--- src/rtl/radix4_feeder.sv ---
// First DIF stage feeder for a 16-point radix-4 FFT: buffers one frame of
// complex Q1.15 samples, then issues four butterfly groups with twiddles.
module radix4_feeder (
  input  logic        CLK,
  input  logic        RST_N,
  input  logic        IN_VALID,
  output logic        IN_READY,
  input  logic [31:0] IN_DATA,
  output logic [31:0] A0,
  output logic [31:0] A1,
  output logic [31:0] A2,
  output logic [31:0] A3,
  output logic [31:0] W1K,
  output logic [31:0] W2K,
  output logic [31:0] W3K,
  output logic        OUT_VALID,
  input  logic        OUT_READY,
  output logic [1:0]  OUT_GROUP,
  output logic        OUT_LAST
);

  typedef enum logic {FILL, ISSUE} state_t;

  state_t      state_q, state_d;
  logic [3:0]  wr_cnt_q, wr_cnt_d;
  logic [1:0]  k_q, k_d;
  logic        in_ready_q, in_ready_d;
  logic        out_valid_q, out_valid_d;
  logic        out_last_q, out_last_d;
  logic [31:0] a_q [4];
  logic [31:0] a_d [4];
  logic [31:0] w_q [3];
  logic [31:0] w_d [3];
  logic [31:0] mem_q [16];

  logic        wr_en;
  logic        load;
  logic [1:0]  load_k;

  // W16^m = cos(2*pi*m/16) - j*sin(2*pi*m/16), Q1.15, +1.0 saturated, -1.0 as 0x8001
  function automatic logic [31:0] twiddle(input logic [3:0] m);
    case (m)
      4'd0:    twiddle = 32'h7FFF_0000;
      4'd1:    twiddle = 32'h7642_CF04;
      4'd2:    twiddle = 32'h5A82_A57E;
      4'd3:    twiddle = 32'h30FC_89BE;
      4'd4:    twiddle = 32'h0000_8001;
      4'd5:    twiddle = 32'hCF04_89BE;
      4'd6:    twiddle = 32'hA57E_A57E;
      4'd7:    twiddle = 32'h89BE_CF04;
      4'd8:    twiddle = 32'h8001_0000;
      4'd9:    twiddle = 32'h89BE_30FC;
      default: twiddle = '0;
    endcase
  endfunction

  always_comb begin
    state_d     = state_q;
    wr_cnt_d    = wr_cnt_q;
    k_d         = k_q;
    in_ready_d  = in_ready_q;
    out_valid_d = out_valid_q;
    out_last_d  = out_last_q;
    a_d         = a_q;
    w_d         = w_q;
    wr_en       = 1'b0;
    load        = 1'b0;
    load_k      = 2'd0;

    unique case (state_q)
      FILL: begin
        in_ready_d = 1'b1;
        if (IN_VALID && in_ready_q) begin
          wr_en    = 1'b1;
          wr_cnt_d = wr_cnt_q + 4'd1;
          // Group 0 never reads x[15], so it can load on the same edge x[15] is written.
          if (wr_cnt_q == 4'd15) begin
            state_d     = ISSUE;
            in_ready_d  = 1'b0;
            out_valid_d = 1'b1;
            load        = 1'b1;
            load_k      = 2'd0;
          end
        end
      end
      ISSUE: begin
        if (out_valid_q && OUT_READY) begin
          if (k_q == 2'd3) begin
            state_d     = FILL;
            out_valid_d = 1'b0;
            out_last_d  = 1'b0;
            in_ready_d  = 1'b1;
            k_d         = 2'd0;
          end else begin
            load   = 1'b1;
            load_k = k_q + 2'd1;
          end
        end
      end
      default: state_d = FILL;
    endcase

    if (load) begin
      k_d        = load_k;
      out_last_d = (load_k == 2'd3);
      for (int unsigned i = 0; i < 4; i++) begin
        a_d[i] = mem_q[{2'(i), load_k}];
      end
      w_d[0] = twiddle({2'b00, load_k});
      w_d[1] = twiddle({1'b0, load_k, 1'b0});
      w_d[2] = twiddle({2'b00, load_k} + {1'b0, load_k, 1'b0});
    end
  end

  always_ff @(posedge CLK or negedge RST_N) begin
    if (!RST_N) begin
      state_q     <= FILL;
      wr_cnt_q    <= '0;
      k_q         <= '0;
      in_ready_q  <= 1'b0;
      out_valid_q <= 1'b0;
      out_last_q  <= 1'b0;
      for (int unsigned i = 0; i < 4; i++) a_q[i] <= '0;
      for (int unsigned i = 0; i < 3; i++) w_q[i] <= '0;
    end else begin
      state_q     <= state_d;
      wr_cnt_q    <= wr_cnt_d;
      k_q         <= k_d;
      in_ready_q  <= in_ready_d;
      out_valid_q <= out_valid_d;
      out_last_q  <= out_last_d;
      a_q         <= a_d;
      w_q         <= w_d;
    end
  end

  always_ff @(posedge CLK) begin
    if (wr_en) mem_q[wr_cnt_q] <= IN_DATA;
  end

  assign IN_READY  = in_ready_q;
  assign OUT_VALID = out_valid_q;
  assign OUT_GROUP = k_q;
  assign OUT_LAST  = out_last_q;
  assign A0        = a_q[0];
  assign A1        = a_q[1];
  assign A2        = a_q[2];
  assign A3        = a_q[3];
  assign W1K       = w_q[0];
  assign W2K       = w_q[1];
  assign W3K       = w_q[2];

endmodule

--- config.mk ---
export PLATFORM = sky130hd
export DESIGN_NAME = radix4_feeder
export DESIGN_NICKNAME = d
export VERILOG_FILES = /design/src/rtl/radix4_feeder.sv
export SDC_FILE = /design/constraint.sdc
export NUM_CORES = 1
export LEC_CHECK = 0
export ABC_AREA = 0
export BUFFER_PORTS_ARGS = -buffer_cell sky130_fd_sc_hd__clkbuf_2
export CAP_MARGIN = 20
export CORE_AREA = 2 2 284 286
export CTS_CLUSTER_DIAMETER = 60
export DETAILED_ROUTE_END_ITERATION = 7
export DIE_AREA = 0 0 286 288
export PLACE_DENSITY_LB_ADDON = 0.15
export SETUP_SLACK_MARGIN = 0.2
export SYNTH_ARGS = -nofsm -noshare
export SYNTH_HDL_FRONTEND = slang
export SYNTH_SLANG_ARGS = --single-unit
--- constraint.sdc ---
create_clock -name CLK -period 5.49 [get_ports CLK]
set_input_delay 0.2745 -clock CLK [delete_from_list [all_inputs] [get_ports CLK]]
set_output_delay 0.2745 -clock CLK [all_outputs]
set_load 0.005 [all_outputs]
==> metrics.cfg, run 1 <==
[global_route]
antenna_found_initial=0
grt_util_all_layers=0.164
grt_pass1_wl_um=99100
grt_max_degree=101
grt_remaining_overflow=0
grt_pass1_vias=14400

[synth]
ys_top_cells_by_count=edfxtp_1, o21ai_0, dfrtp_1
synth_top_area_cell=edfxtp_1
yosys-top-cells-area=edfxtp_1, dfrtp_1, mux2_2, o21ai_0, o22ai_1
yosys_warnings=0
synthArstFlopShare=0.236
synth-edff-count=512
synth_top_area_frac=0.613
synth-seq-area-share=0.770
netlist_instances=1595
synth_seq_cells=670
synth.distinct_cells=38
synth_most_common_cell=edfxtp_1
postSynthAreaPerCell_um2=15.7
netlist_area_um2=25100
synth_ff_type=edfxtp_1

[placement]
place_ws_ns=2.30
routabilityCongestion=0.686
hpwlAfterDp_um=36900
numPortBuffers=256

[sta]
slew_viol_final=0
fin_crit_sh=0.568
slew_headroom=0.285
worst_pin_slew_ns=1.07
finalSetupTns_ns=0
fin_worst_skew_ns=0.0211
setup_viol=0
rsz0062_at_grt=false
hold_viol=0
max_freq_mhz=320
worst_slack_ns=2.37
period_needed_ns=3.12

[clock_tree]
cts-root-buf=clkbuf_16
cts_tree=built
post-cts-setup-buffers=0
max-clock-path-buffers=3
path_clk_slew_ns=0.06
cts.htree.levels=3
clk_latency_ns=0.62
cts_buffers=77
clock-sinks=670
cts_resized=0

[worst_setup_path]
crit_path_frequent_cell=o21ai_0
max_stage_delay_ns=0.89
cp_max_fo=65
r2r-start=OUT_GROUP[0]
startpoint_type=flop
r2r-end=A2[8]
crit_buf_inv=1
path_cells=ha_1 -> or2_4 -> or3_4 -> buf_12 -> o21ai_0 -> o21ai_0
crit_path_end_kind=flop
r2r_slack_ns=2.37
arrival_ns=3.64
cpLargestDelayFamily=simple AND/OR/NAND/NOR gates
critPathKind=reg2reg
reg2reg_depth=6
slowest_stage=or3_4
crit_required_ns=6.01

[route]
dr.pass1.iters=5
wl_um=67900
via_per_inst=4.86
num_vias=14200
drc=0
postRouteAntennaNets=0
drt-wirelength-per-cell_um=23.2
dr.first_iter.drc_count=860

[power]
power.density_nw_per_um2=532
vdd_ir_drop_max_mv=0.264
p_leak_nw=10.7

[final_layout]
seq_area_um2=19300
multi_input_comb_area_um2=4840
n_fill_cell=7547
drive_gt1_frac=0.301
antenna-diode-count=0
nets=1851
areaGrowthSynthToFinish_pct=18.5

[floorplanning]
dieArea_um2=82400
die_y_um=288
core_area_um2=79600
io_pins=265
start_util=0.315
row_count=104
die_x_um=286

[min_path]
whs_path_depth=1
min_to=mem_q[1][27]
hold_class=in2reg
min_from=IN_DATA[27]

[flow_run]
cap_violations=0

[outcome]
status=completed

## where the power goes
group | switching [W] | internal [W]
registers | 0.000520 | 0.00630
clock network | 0.00208 | 0.00306
logic | 0.00237 | 0.00149
total | 0.00497 | 0.0108
## registers in the layout, summed over array words and instances (netlist names), 4 cells and up
name / flops
wr_cnt_q: 4
A1: 32
A0: 32
W3K: 10
mem_q: 512
W1K: 4
A2: 32
A3: 32
W2K: 6
## worst max path at each step
stage | from | end | slack, ns | depth (start not counted)
3_3_place_gp | OUT_GROUP[0] | A3[1] | 2.43 | 6
3_5_place_dp | OUT_GROUP[0] | A0[12] | 2.30 | 6
2_1_floorplan | wr_cnt_q[0] | mem_q[3][0] | 1.15 | 3
5_1_grt | OUT_GROUP[0] | A2[15] | 2.08 | 6
6_report | OUT_GROUP[0] | A2[8] | 2.37 | 6
4_1_cts | OUT_GROUP[0] | A3[15] | 2.26 | 6
## cell usage in the layout, fill, tap and decap left out, drive strengths merged, types with 4 or more instances in the layout
cell and instances:
a21oi 6, and2 12, and3 4, buf 28
bufinv 6, clkbuf 363, clkinv 19, conb 8
dfrtp 158, edfxtp 512, ha 14, inv 17
mux2 128, nand2 152, nand3 5, nor2 12
o21ai 259, o22ai 128
## worst reg2reg max path, cell delays in order (launching register included)
cell and delay, ns:
dfrtp_1 0.46, ha_1 0.27, or2_4 0.61, or3_4 0.90, buf_12 0.41, o21ai_0 0.17, o21ai_0 0.20
## layer usage
layer  vias to the layer above  share of wire  routed length, um  GRT usage
li1                       6365              -                  -          -
met1                      7381           0.45              30600      0.224
met2                       378           0.48              32900      0.270
met3                        87          0.047               3190     0.0270
met4                         0          0.018               1190     0.0446
met5                         -              0                  0          0
## area by class of cell
cell class,instances,share of cell area
Clock inverter,37,0.0141
Timing Repair Buffer,286,0.0548
Sequential cell,670,0.650
Clock buffer,107,0.0724
Tap cell,1060,0.0446
Multi-Input combinational cell,758,0.163
Inverter,8,0.00109
## timing repair
item	in CTS	in global routing
endpoints found under the hold margin	75	0
setup endpoints to repair	0	0
hold buffers	2	0
## per-stage QoR
stage / total power, W / instance area [um^2] / hold WS [ns] / std cells / utilization
global route: 0.0167 / 29700 / 0.116 / 2926 / 0.373
finish: 0.0158 / 29700 / 0.112 / 2926 / 0.373
floorplan: 0.00919 / 25100 / -0.0211 / 1602 / -
detailed placement: 0.0109 / 27100 / 0.401 / 2777 / 0.340
CTS: 0.0161 / 29700 / 0.0704 / 2923 / 0.372
global placement: 0.0108 / 27100 / 0.407 / 2777 / 0.340
## cell families after synthesis
group	after synthesis	synth area share
simple gates	198	0.0330
mux	128	0.0574
flops	670	0.770
other cells	1	0.000149
fa+ha+maj	14	0.00698
xor+xnor	3	0.00105
compound gates	407	0.0907
buf+inv	174	0.0405
No activity file was read; power rests on OpenSTA's default activity.
==> run 2: changes to the inputs <==
==> constraint.sdc (replaced) <==
create_clock -name CLK -period 3.25 [get_ports CLK]
set_input_delay 0.1625 -clock CLK [delete_from_list [all_inputs] [get_ports CLK]]
set_output_delay 0.1625 -clock CLK [all_outputs]
set_load 0.005 [all_outputs]
==> metrics.cfg, run 2 (synthesis gave the netlist of run 1 again) <==
[worst_setup_path]
cp_max_fo=67  ; +3.1%
max_stage_delay_ns=0.58  ; -0.31 ns
critPathKind=reg2reg
crit_path_end_kind=flop
crit_required_ns=3.76  ; -2.25 ns
slowest_stage=inv_6
r2r_slack_ns=0.72  ; -1.65 ns
startpoint_type=flop
cpLargestDelayFamily=buffers and inverters
arrival_ns=3.03  ; -0.61 ns
crit_buf_inv=2  ; +1
path_cells=ha_1 -> and2_1 -> inv_6 -> buf_12 -> o22ai_1 -> o21ai_0

[final_layout]
areaGrowthSynthToFinish_pct=19.8
mostFrequentLayoutCells=edfxtp_1, clkbuf_2, o21ai_0
n_fill_cell=7533  ; -0.19%
nets=1873  ; +1.2%
final_util=0.377  ; +0.00410
layout_commonest_cell=edfxtp_1
largest_reg_flops=512  ; unchanged
drive_gt1_frac=0.302  ; +0.00121
multi_input_comb_area_um2=4860  ; +0.31%
seq_area_um2=19300  ; unchanged
top_register=mem_q
antenna-diode-count=0  ; unchanged

[floorplanning]
start_util=0.315  ; unchanged
core_area_um2=79600  ; unchanged
io_pins=265  ; unchanged
dieArea_um2=82400  ; unchanged
die_y_um=288  ; unchanged
row_count=104  ; unchanged
die_x_um=286  ; unchanged

[power]
vdd_ir_drop_max_mv=0.420  ; +59%
p_leak_nw=10.9  ; +1.2%
power.density_nw_per_um2=895  ; +68%

[route]
dr.first_iter.drc_count=848  ; -1.4%
drt-wirelength-per-cell_um=23.2  ; -0.20%
wl_met1_um=31000  ; +1.4%
num_vias=14200  ; -0.014%
wl_met3_um=3300  ; +3.5%
postRouteAntennaNets=0  ; unchanged
drc=0  ; unchanged
dr.pass1.iters=5  ; unchanged
wl_um=68200  ; +0.44%
wl_met2_um=32500  ; -1.1%
via_per_inst=4.82  ; -0.66%
topRoutingLayerUsed=met4

[sta]
max_freq_mhz=396  ; +23%
worst_pin_slew_ns=0.772  ; -0.299 ns
slew_viol_final=0  ; unchanged
slew_headroom=0.485  ; +0.200
fin_worst_skew_ns=0.0210  ; -0.0000242 ns
period_needed_ns=2.53  ; -0.593 ns
rsz0062_at_grt=false
hold_viol=0  ; unchanged
fin_crit_sh=0.778  ; +0.209
setup_viol=0  ; unchanged
finalSetupTns_ns=0  ; unchanged

[global_route]
antenna_found_initial=0  ; unchanged
grt_pass1_wl_um=100000  ; +1.1%
grt_max_degree=86  ; -15%
grt_pass1_vias=14500  ; +1.1%
grt_util_all_layers=0.165  ; +0.00115
grt_remaining_overflow=0  ; unchanged

[clock_tree]
max-clock-path-buffers=3  ; unchanged
clock-sinks=670  ; unchanged
path_clk_slew_ns=0.06  ; about the same
cts_resized=0  ; unchanged
clk_latency_ns=0.61  ; about the same
cts_buffers=76  ; -1.3%
cts_tree=built
cts-root-buf=clkbuf_16
cts.htree.levels=3  ; unchanged

[placement]
routabilityCongestion=0.704  ; +2.7%
numPortBuffers=256  ; unchanged
hpwlAfterDp_um=39300  ; +6.6%

[outcome]
status=completed

[min_path]
hold_class=in2reg

[flow_run]
cap_violations=0  ; unchanged

[run 2: routing by layer]
| layer | track usage | up-vias |
|---|---|---|
| li1 | - | 6387 |
| met1 | 0.224 | 7377 |
| met2 | 0.269 | 370 |
| met3 | 0.0310 | 75 |
| met4 | 0.0483 | 0 |
| met5 | 0 | - |
[run 2: what timing repair did]
item                                   CTS  global route
hold buffers                            10             0
endpoints found under the hold margin  156             0
setup buffers                            0             0
setup endpoints to repair                0             0
[run 2: worst paths after layout]
| check | endpoint | startpoint | cells after the start |
|---|---|---|---|
| max | A3[3] | OUT_GROUP[0] | 6 |
| min | mem_q[9][14] | IN_DATA[14] | 1 |
| max reg2reg | A3[3] | OUT_GROUP[0] | 6 |
| min reg2reg | W1K[28] | W1K[28] | 1 |
| max in group asynchronous | A3[19] | RST_N | 3 |
| min in group asynchronous | A0[25] | RST_N | 2 |
[run 2: area by class of cell]
type                    instances  share of cell area
inverters                       8             0.00117
repair buffers                309              0.0662
well taps                    1060              0.0441
clock inverters                36              0.0122
multi-input cells             758               0.162
clock buffers                 104              0.0716
flip-flops and latches        670               0.643
[run 2: stage by stage]
step / cell area [um^2] / instances / setup slack, ns / power (W) / hold slack (ns)
after CTS: 30100 / 2945 / 0.679 / 0.0274 / 0.00628
after global routing: 30100 / 2945 / 0.533 / 0.0284 / 0.0283
final: 30100 / 2945 / 0.723 / 0.0269 / 0.0233
after global placement: 27400 / 2795 / 0.762 / 0.0186 / 0.277
after detailed placement: 27400 / 2795 / 0.678 / 0.0187 / 0.270
after floorplan: 25100 / 1602 / 0.256 / 0.0155 / -0.133
[run 2: power breakdown]
part	switching, W	internal [W]	total, W
clock network	0.00345	0.00513	0.00858
registers	0.000954	0.0106	0.0116
logic	0.00407	0.00268	0.00675
total	0.00847	0.0184	0.0269
